<file path="src/rtl/conv_pixel_sequencer.sv">
// rtl/conv_pixel_sequencer.sv - per-output-pixel conv sequencer over mac_int8/leaky_relu/requantize
// Optional perf counters (perf_cycles/perf_stall) when SEQ_PERF_CNT_EN is defined.
module conv_pixel_sequencer #(
  parameter int MAX_MACS = 288,
  parameter int MAX_CH   = 32,
  parameter int W_AW     = 14
) (
  input  logic                        clk,
  input  logic                        rst_n,
  input  logic                        start,
  input  logic [9:0]                  cfg_num_macs,
  input  logic [5:0]                  cfg_num_ch,
  input  logic [15:0]                 cfg_scale,
  output logic [W_AW-1:0]             w_addr,
  input  logic [7:0]                  w_data,
  output logic [$clog2(MAX_MACS)-1:0] a_addr,
  input  logic [7:0]                  a_data,
  output logic [$clog2(MAX_CH)-1:0]   b_addr,
  input  logic [31:0]                 b_data,
  output logic                        mac_valid,
  output logic [7:0]                  mac_weight,
  output logic [7:0]                  mac_act,
  output logic [31:0]                 mac_acc_in,
  input  logic [31:0]                 mac_acc_out,
  input  logic                        mac_done,
  output logic                        lk_valid,
  output logic [31:0]                 lk_x,
  input  logic [31:0]                 lk_y,
  input  logic                        lk_done,
  output logic                        rq_valid,
  output logic [31:0]                 rq_acc,
  output logic [15:0]                 rq_scale,
  input  logic [7:0]                  rq_out,
  input  logic                        rq_done,
  output logic                        out_valid,
  input  logic                        out_ready,
  output logic [7:0]                  out_data,
  output logic [$clog2(MAX_CH)-1:0]   out_ch,
  output logic                        busy,
  output logic                        done
`ifdef SEQ_PERF_CNT_EN
  ,
  output logic [31:0]                 perf_cycles,
  output logic [31:0]                 perf_stall
`endif
);

  localparam int AAW = $clog2(MAX_MACS);
  localparam int BAW = $clog2(MAX_CH);

  typedef enum logic [3:0] {
    S_IDLE, S_LOAD, S_FETCH, S_MAC_ISS, S_MAC_WT, S_BIAS_RD, S_BIAS_ADD,
    S_LK_ISS, S_LK_WT, S_RQ_ISS, S_RQ_WT, S_OUT, S_FIN
  } state_t;

  state_t state, next_state;

  logic [9:0]      num_macs_q;
  logic [5:0]      num_ch_q;
  logic [15:0]     scale_q;
  logic [9:0]      i_q;
  logic [5:0]      ch_q;
  logic [W_AW-1:0] w_base_q;
  logic [31:0]     acc_q;
  logic [31:0]     lk_x_q;
  logic [31:0]     rq_acc_q;
  logic [7:0]      out_data_q;

  logic accept;
  logic last_mac;
  logic last_ch;

  assign accept   = (state == S_IDLE) && start;
  assign last_mac = ((i_q + 10'd1) == num_macs_q);
  assign last_ch  = ((ch_q + 6'd1) == num_ch_q);

  always_ff @(posedge clk or negedge rst_n) begin
    if (!rst_n) state <= S_IDLE;
    else        state <= next_state;
  end

  always_comb begin
    next_state = state;
    case (state)
      S_IDLE:     if (start) next_state = S_LOAD;
      S_LOAD: begin
        if (num_ch_q == 6'd0)        next_state = S_FIN;
        else if (num_macs_q == 10'd0) next_state = S_BIAS_RD;
        else                          next_state = S_FETCH;
      end
      S_FETCH:    next_state = S_MAC_ISS;
      S_MAC_ISS:  next_state = S_MAC_WT;
      S_MAC_WT:   if (mac_done) next_state = last_mac ? S_BIAS_RD : S_FETCH;
      S_BIAS_RD:  next_state = S_BIAS_ADD;
      S_BIAS_ADD: next_state = S_LK_ISS;
      S_LK_ISS:   next_state = S_LK_WT;
      S_LK_WT:    if (lk_done) next_state = S_RQ_ISS;
      S_RQ_ISS:   next_state = S_RQ_WT;
      S_RQ_WT:    if (rq_done) next_state = S_OUT;
      S_OUT:      if (out_ready) next_state = last_ch ? S_FIN : S_LOAD;
      S_FIN:      next_state = S_IDLE;
      default:    next_state = S_IDLE;
    endcase
  end

  // Strobes are pure state decodes; MAC operands are gated so the bus idles at zero.
  always_comb begin
    mac_valid  = 1'b0;
    lk_valid   = 1'b0;
    rq_valid   = 1'b0;
    out_valid  = 1'b0;
    done       = 1'b0;
    busy       = (state != S_IDLE);
    mac_weight = 8'd0;
    mac_act    = 8'd0;
    mac_acc_in = 32'd0;
    case (state)
      S_MAC_ISS: begin
        mac_valid  = 1'b1;
        mac_weight = w_data;
        mac_act    = a_data;
        mac_acc_in = acc_q;
      end
      S_LK_ISS: lk_valid  = 1'b1;
      S_RQ_ISS: rq_valid  = 1'b1;
      S_OUT:    out_valid = 1'b1;
      S_FIN:    done      = 1'b1;
      default:  ;
    endcase
  end

  always_ff @(posedge clk or negedge rst_n) begin
    if (!rst_n) begin
      num_macs_q <= '0;
      num_ch_q   <= '0;
      scale_q    <= '0;
      i_q        <= '0;
      ch_q       <= '0;
      w_base_q   <= '0;
      acc_q      <= '0;
      lk_x_q     <= '0;
      rq_acc_q   <= '0;
      out_data_q <= '0;
    end else begin
      if (accept) begin
        num_macs_q <= cfg_num_macs;
        num_ch_q   <= cfg_num_ch;
        scale_q    <= cfg_scale;
        ch_q       <= '0;
        w_base_q   <= '0;
      end
      case (state)
        S_LOAD: begin
          acc_q <= '0;
          i_q   <= '0;
        end
        S_MAC_WT: if (mac_done) begin
          acc_q <= mac_acc_out;
          i_q   <= i_q + 10'd1;
        end
        S_BIAS_ADD: lk_x_q <= acc_q + b_data;
        S_LK_WT:    if (lk_done) rq_acc_q <= lk_y;
        S_RQ_WT:    if (rq_done) out_data_q <= rq_out;
        // Weight base advances by one channel stride on each transfer; no multiplier.
        S_OUT: if (out_ready) begin
          ch_q     <= ch_q + 6'd1;
          w_base_q <= w_base_q + {{(W_AW-10){1'b0}}, num_macs_q};
        end
        default: ;
      endcase
    end
  end

  assign w_addr   = w_base_q + {{(W_AW-10){1'b0}}, i_q};
  assign a_addr   = i_q[AAW-1:0];
  assign b_addr   = ch_q[BAW-1:0];
  assign lk_x     = lk_x_q;
  assign rq_acc   = rq_acc_q;
  assign rq_scale = scale_q;
  assign out_data = out_data_q;
  assign out_ch   = ch_q[BAW-1:0];

`ifdef SEQ_PERF_CNT_EN
  // Counts every busy cycle (LOAD through FIN), so it freezes once back in IDLE.
  always_ff @(posedge clk or negedge rst_n) begin
    if (!rst_n) begin
      perf_cycles <= '0;
      perf_stall  <= '0;
    end else if (accept) begin
      perf_cycles <= '0;
      perf_stall  <= '0;
    end else if (state != S_IDLE) begin
      perf_cycles <= perf_cycles + 32'd1;
      if ((state == S_OUT) && !out_ready) perf_stall <= perf_stall + 32'd1;
    end
  end
`else
  // Perf counters compiled out.
`endif

endmodule

</file>
<file path="config.mk">
export PLATFORM = sky130hd
export DESIGN_NAME = conv_pixel_sequencer
export DESIGN_NICKNAME = d
export VERILOG_FILES = /design/src/rtl/conv_pixel_sequencer.sv
export SDC_FILE = /design/constraint.sdc
export NUM_CORES = 1
export LEC_CHECK = 0
export CAP_MARGIN = 40
export CORE_ASPECT_RATIO = 1.75
export CORE_MARGIN = 8
export CORE_UTILIZATION = 47
export DETAILED_ROUTE_END_ITERATION = 8
export GPL_TIMING_DRIVEN = 1
export HOLD_SLACK_MARGIN = 0.08
export PLACE_DENSITY_LB_ADDON = 0.25
export REMOVE_ABC_BUFFERS = 1
export SLEW_MARGIN = 10
export SYNTH_ARGS = -nofsm -noshare
export SYNTH_HDL_FRONTEND = slang
export SYNTH_SLANG_ARGS = --single-unit
</file>
<file path="constraint.sdc">
create_clock -name clk -period 4.6 [get_ports clk]
set_clock_uncertainty 0.2 [all_clocks]
set_input_delay 0.92 -clock clk [delete_from_list [all_inputs] [get_ports clk]]
set_output_delay 0.92 -clock clk [all_outputs]
set_load 0.1 [all_outputs]
</file>
======== Yosys cells after proc, flatten, opt, wreduce, memory -nomap -nowiden ========
Cells that the tools add are included.
storage, ports and cells
  register bits ........................... 170
  input bits .............................. 159
  output and inout port bits .............. 175
  word-level logic and storage cells ...... 73
cells by class
  add/subtract/negate cells ............... 5
  eq/ne operators ......................... 19
  mux-type cells .......................... 28
  reductions and logical operators ........ 10
operators by type and width
  kind                                                                   count
  32-bit two-way mux                                                     2
  32-bit case mux with 2 select lines                                    1
  4-bit case mux with 12 select lines                                    1
  14-bit two-way mux                                                     3
  32-bit adder                                                           1
  14-bit by 10-bit adder with 14-bit output                              2
  4-bit two-way mux                                                      7
  4-bit equality test, second input constant                             5
  10-bit case mux with 2 select lines                                    1
  6-bit two-way mux                                                      3
  4-bit by 3-bit equality test with 1-bit output, second input constant  4
  8-bit two-way mux                                                      2
  10-bit by 1-bit adder with 10-bit output, second input constant        1
  10-bit equality test                                                   1
  10-bit zero test                                                       1
  10-bit two-way mux                                                     1
  2-bit inequality test, second input constant                           5
  4-bit by 2-bit equality test with 1-bit output, second input constant  2
  6-bit by 1-bit adder with 6-bit output, second input constant          1
  6-bit equality test                                                    1
  6-bit zero test                                                        1
  3-bit two-way mux                                                      2
  2-bit AND reduction                                                    3
  1-bit two-way mux                                                      5
  other kinds (6)                                                        6

======== Longest topological paths before layout ========
  word-level depth ........................ 5
  mapped depth ............................ 12
  depth with buffers taken out ............ 12

======== Least setup slack after synthesis ========
No wires, ideal clock.
  path kind ............................... flip-flop to output port
  from .................................... register i_q[0]
  to ...................................... output w_addr[12]
  arrival ................................. 3,649 ps
  required time ........................... 3,480 ps
  path slack .............................. -169 ps
  cell stages (with the launch flop) ...... 13
  path buffers ............................ 0
  path through ............................ dfrtp_1 ha_1 inv_1 fa_1 nor2b_1 o21ai_0 a21boi_0 o21ai_0 a21boi_0 o21ai_0 nand2b_1 a21oi_1 xnor2_1
on the way
  cells in the longest elaborated chain, start to end .. 1
RTL lines
  element                                    line  RTL
  start, declared                            61    logic [9:0] i_q;
  start signal, assigned                     159   i_q <= i_q + 10'd1;
  14-bit by 10-bit adder with 14-bit output  174   assign w_addr = w_base_q + {{(W_AW-10){1'b0}}, i_q};
  end, declared                              14    output logic [W_AW-1:0] w_addr,
No other way between the ends.

======== Worst setup path after layout ========
  from .................................... register i_q[1]
  to ...................................... output w_addr[13]
Same word-level chain as after synthesis.

==> flow_results.org <==
** Outcome
- The run finished with clean final reports.

** Power
- In this run the power density over the cells is 632 nW/µm².
- Cell-internal power :: 5.31 mW
- Part of the power in registers :: 22.0%
- Switching power :: 5.12 mW
- Net switching is 49.1% of the power.
- The worst-case IR drop observed on VDD is 0.000764 V.
- Proportion of power drawn by combinational gates :: 63.2%
- Summed over all cells, the static leakage comes to 7.74 nW.
- After layout, the design draws a total of 10.4 mW.
- The clock network is responsible for 14.8% of the overall power.

** Clocking
- CTS Hold Bufs :: 0
- The number of clock buffers added by TritonCTS is 17.
- TritonCTS built the clock tree.
- Max clock buf depth :: 2
- CTS clock-pin slew for the worst setup and hold paths :: 0.07 ns
- Clock tree synthesis found a total of 170 sinks.
- The clock tree synthesis step divided the H-tree into 4 levels.
- Clock insertion delay at the later pin of the skew report :: 0.44 ns
- CTS placed an instance of sky130_fd_sc_hd__clkbuf_16 at the clock tree root.

** Logic synthesis
- Yosys attributes the largest share of cell area to sky130_fd_sc_hd__dfrtp_1 42%, sky130_fd_sc_hd__nand2_1 9.3%, sky130_fd_sc_hd__ha_1 6.6%.
- Synthesis produced a netlist whose cell count is 1130.
- Share of flip-flops with an asynchronous set or reset after synthesis :: 100%
- Counting flops with a built-in enable in the synthesized netlist gives 0.
- YS warnings :: 0
- Post-synthesis xor/xnor area fraction :: 5.82%
- Synthesized-area fraction occupied by and/or/nand/nor cells :: 22.6%
- Yosys top cell by area :: sky130_fd_sc_hd__dfrtp_1
- After synthesis the netlist holds a flip-flop and latch count of 170.
- After synthesis, flip-flops and latches occupy 42.2% of the total area.
- Avg Synthesized Cell Area :: 8.93 µm²
- Multiplexer cells account for 5.09% of the synthesized area.
- Netlist area before placement :: 10100 µm²
- Summing the areas of all fa, ha and maj instances in the mapped netlist gives 7.17% of the synthesized area.
- The synthesized netlist devotes 12.9% of its cell area to compound gates.
- Netlist cell types :: 65
- Synth top area share :: 42.2%
- Combinational family with the most area after synthesis :: simple AND/OR/NAND/NOR gates
- Among all flip-flop cells after synthesis, the most frequent one is sky130_fd_sc_hd__dfrtp_1.

** Final layout
- Share of cells above drive strength 1 :: 18.4%
- Syn-to-layout area delta :: 63.5%
- Most common cell after layout, fill and taps aside :: sky130_fd_sc_hd__clkdlybuf4s50_1
- Once layout is done, the placed cells without fillers occupy 16500 µm².
- Layout filler cell count :: 1268
- After the last flow step, the layout net total stands at 1757.
- Most frequent cells in the layout :: 267 x sky130_fd_sc_hd__clkdlybuf4s50_1, 247 x sky130_fd_sc_hd__nand2_1, 169 x sky130_fd_sc_hd__dfrtp_1

** Timing
- Across all setup checks in the final design, the least slack found is 0.134 ns.
- Shortest clock period the worst path allows after layout :: 4.47 ns
- After layout, the worst path uses 97.1% of the clock period.
- Setup violations, final :: 0
- In the final timing run, aggregate negative setup slack is 0 ns.
- The max-slew violation total from the final report came to 0.
- Headroom to the max-slew limit came out at 26.4%.
- Setup repair after global routing left no endpoint under its margin.
- Final-report hold violation count :: 0
- Timing would allow up to 224 MHz.
- Hold timing on the final database bottoms out at a slack of 0.274 ns.
- For the pin with the worst max-slew slack, the measured transition is 1.08 ns.

** Place
- Timing analysis after detailed placement gives a worst setup slack of 0.351 ns.
- The placed instances occupy a cell area of 15800 µm².
- Input/output buffers :: 333
- GPL Wtd Cong :: 0.870
- The wire-length estimate of the detail-placed layout is 29400 µm.

** Route
- Average vias per placed instance :: 5.64
- Met3 wire length :: 2350 µm
- Remaining DRCs :: 0
- For this block, the routed nets add up to 38600 µm of wire.
- Once detail routing completed, the nets flagged for antenna violations numbered 0.
- The first detailed-routing pass ran for 5 iterations.
- Wire segments on met2 add up to 21500 µm in the final route.
- Met1 routed wirelength after detailed routing :: 12900 µm
- Routed wire per std cell :: 21.3 µm
- The routed layout has 10200 vias.
- Highest metal layer with signal wires :: met4
- In this run, the number of DRC markers left after iteration 0 of detailed routing was 769.

** Floorplanning
- Measured along the x axis, the die boundary spans 127 µm.
- The die covers 26600 µm².
- Once the floorplan was initialized, standard cells occupied 47.3% of the core.
- Floorplan Core Area :: 21300 µm²
- In this run the core area contains 71 standard-cell rows.
- Floorplan die height :: 210 µm
- For this design the top-level I/O count stands at 334.

** Global route
- Number of antenna violations at the first check in global routing :: 3
- Aggregate global routing overflow :: 0
- Pin count of the biggest net entering global routing :: 84
- Global routing consumed, over all layers together, 29.2% of the routing resources.
- The first global-routing pass estimated 60400 µm of wire.
- Via count of the first global-routing pass :: 10800

** Setup path
- Arrival @ worst endpoint :: 3.35 ns
- The worst setup path is captured at a primary output.
- STA puts the critical path data required time at 3.48 ns.
- Of all nets on the critical path, the largest fanout is 7.
- The critical path in this run is classified as reg2out.
- STA classifies the critical path startpoint as a register.

** Job
- Number of max-cap violations :: 0

** Hold path
- Type of the worst min-delay path :: reg2reg
## timing repair
item,4_1_cts,5_1_grt
pin swaps,0,1
resized for setup,2,6
setup buffers,2,0
setup endpoints to repair,2,4
## flip-flops by register name, summed over array words and instances, names as in the netlist
| signal | cells |
|---|---|
| acc_q | 32 |
| ch_q | 6 |
| i_q | 10 |
| lk_x | 32 |
| num_ch_q | 6 |
| num_macs_q | 10 |
| out_data | 8 |
| rq_acc | 32 |
| rq_scale | 16 |
| state | 4 |
| w_base_q | 14 |
## synth_stat cells, types with 12 or more instances
cell / n
sky130_fd_sc_hd__nand2_1: 249
sky130_fd_sc_hd__dfrtp_1: 170
sky130_fd_sc_hd__o21ai_0: 79
sky130_fd_sc_hd__nand3_1: 65
sky130_fd_sc_hd__ha_1: 53
sky130_fd_sc_hd__and2_1: 52
sky130_fd_sc_hd__nor2_1: 45
sky130_fd_sc_hd__mux2_2: 42
sky130_fd_sc_hd__xnor2_1: 40
sky130_fd_sc_hd__a21oi_1: 37
sky130_fd_sc_hd__clkbuf_1: 32
sky130_fd_sc_hd__inv_1: 27
sky130_fd_sc_hd__xor2_1: 27
sky130_fd_sc_hd__buf_4: 19
sky130_fd_sc_hd__nor3_1: 19
sky130_fd_sc_hd__a21o_1: 16
sky130_fd_sc_hd__nor2b_1: 16
sky130_fd_sc_hd__nand2b_1: 12
## routing by layer
layer	up-vias	track usage (%)
li1	4682	-
met1	4929	28.5
met2	480	55.2
met3	128	6.61
met4	0	15.7
met5	-	0
## worst max-delay path: stages (launching register included)
cell	delay [ns]
sky130_fd_sc_hd__dfrtp_1	0.46
sky130_fd_sc_hd__ha_1	0.32
sky130_fd_sc_hd__a21o_1	0.19
sky130_fd_sc_hd__a21oi_1	0.22
sky130_fd_sc_hd__o21ai_0	0.11
sky130_fd_sc_hd__a21oi_1	0.22
sky130_fd_sc_hd__nor2b_1	0.09
sky130_fd_sc_hd__o21ai_2	0.20
sky130_fd_sc_hd__a21oi_1	0.18
sky130_fd_sc_hd__or4b_1	0.57
sky130_fd_sc_hd__nand3_2	0.16
sky130_fd_sc_hd__buf_12	0.19
## stage by stage
| stage | instances | utilization (%) |
|---|---|---|
| after floorplan | 1067 | - |
| after global placement | 1664 | 62.8 |
| after detailed placement | 1776 | 74.3 |
| after CTS | 1810 | 77.2 |
| after global routing | 1813 | 77.4 |
| final | 1813 | 77.4 |
## layout make-up
class / instances / area (µm²) / share of cell area (%)
clock inverter: 14 / 184 / 1.12
multi-input combinational: 869 / 5440 / 33.0
antenna: 3 / 7.51 / 0.0455
sequential: 170 / 4260 / 25.8
timing repair buffer: 456 / 5750 / 34.9
clock buffer: 18 / 429 / 2.60
inverter: 28 / 105 / 0.637
tap: 255 / 319 / 1.93
## power by group through the flow
stage	clock [mW]	combinational, mW	sequential, mW
after floorplan	0	1.61	4.24
after global placement	0	4.90	2.21
after detailed placement	0	6.56	2.28
after CTS	1.56	6.60	2.27
after global routing	1.62	6.82	2.33
final	1.54	6.59	2.29
## path summary, 6_finish.rpt
path	cells past startpoint	startpoint	slack (ns)	end
setup reg to reg	12	acc_q[0]	1.50	lk_x[24]
min in group asynchronous	1	rst_n	0.30	rq_scale[7]
hold / removal	2	lk_x[3]	0.27	lk_x[3]
max in group asynchronous	2	rst_n	2.81	lk_x[19]
setup / recovery	11	i_q[1]	0.13	w_addr[13]
hold reg to reg	2	lk_x[3]	0.27	lk_x[3]
## kinds of logic after synthesis
logic type | Yosys count
DFF | 170
muxes | 46
xor gates and xnor gates | 67
buffers and inverters | 91
AOI/OAI and AO/OA | 206
and+or+nand+nor | 494
adders and majority gates | 56
Note: power is estimated with default switching activity, not from simulation.
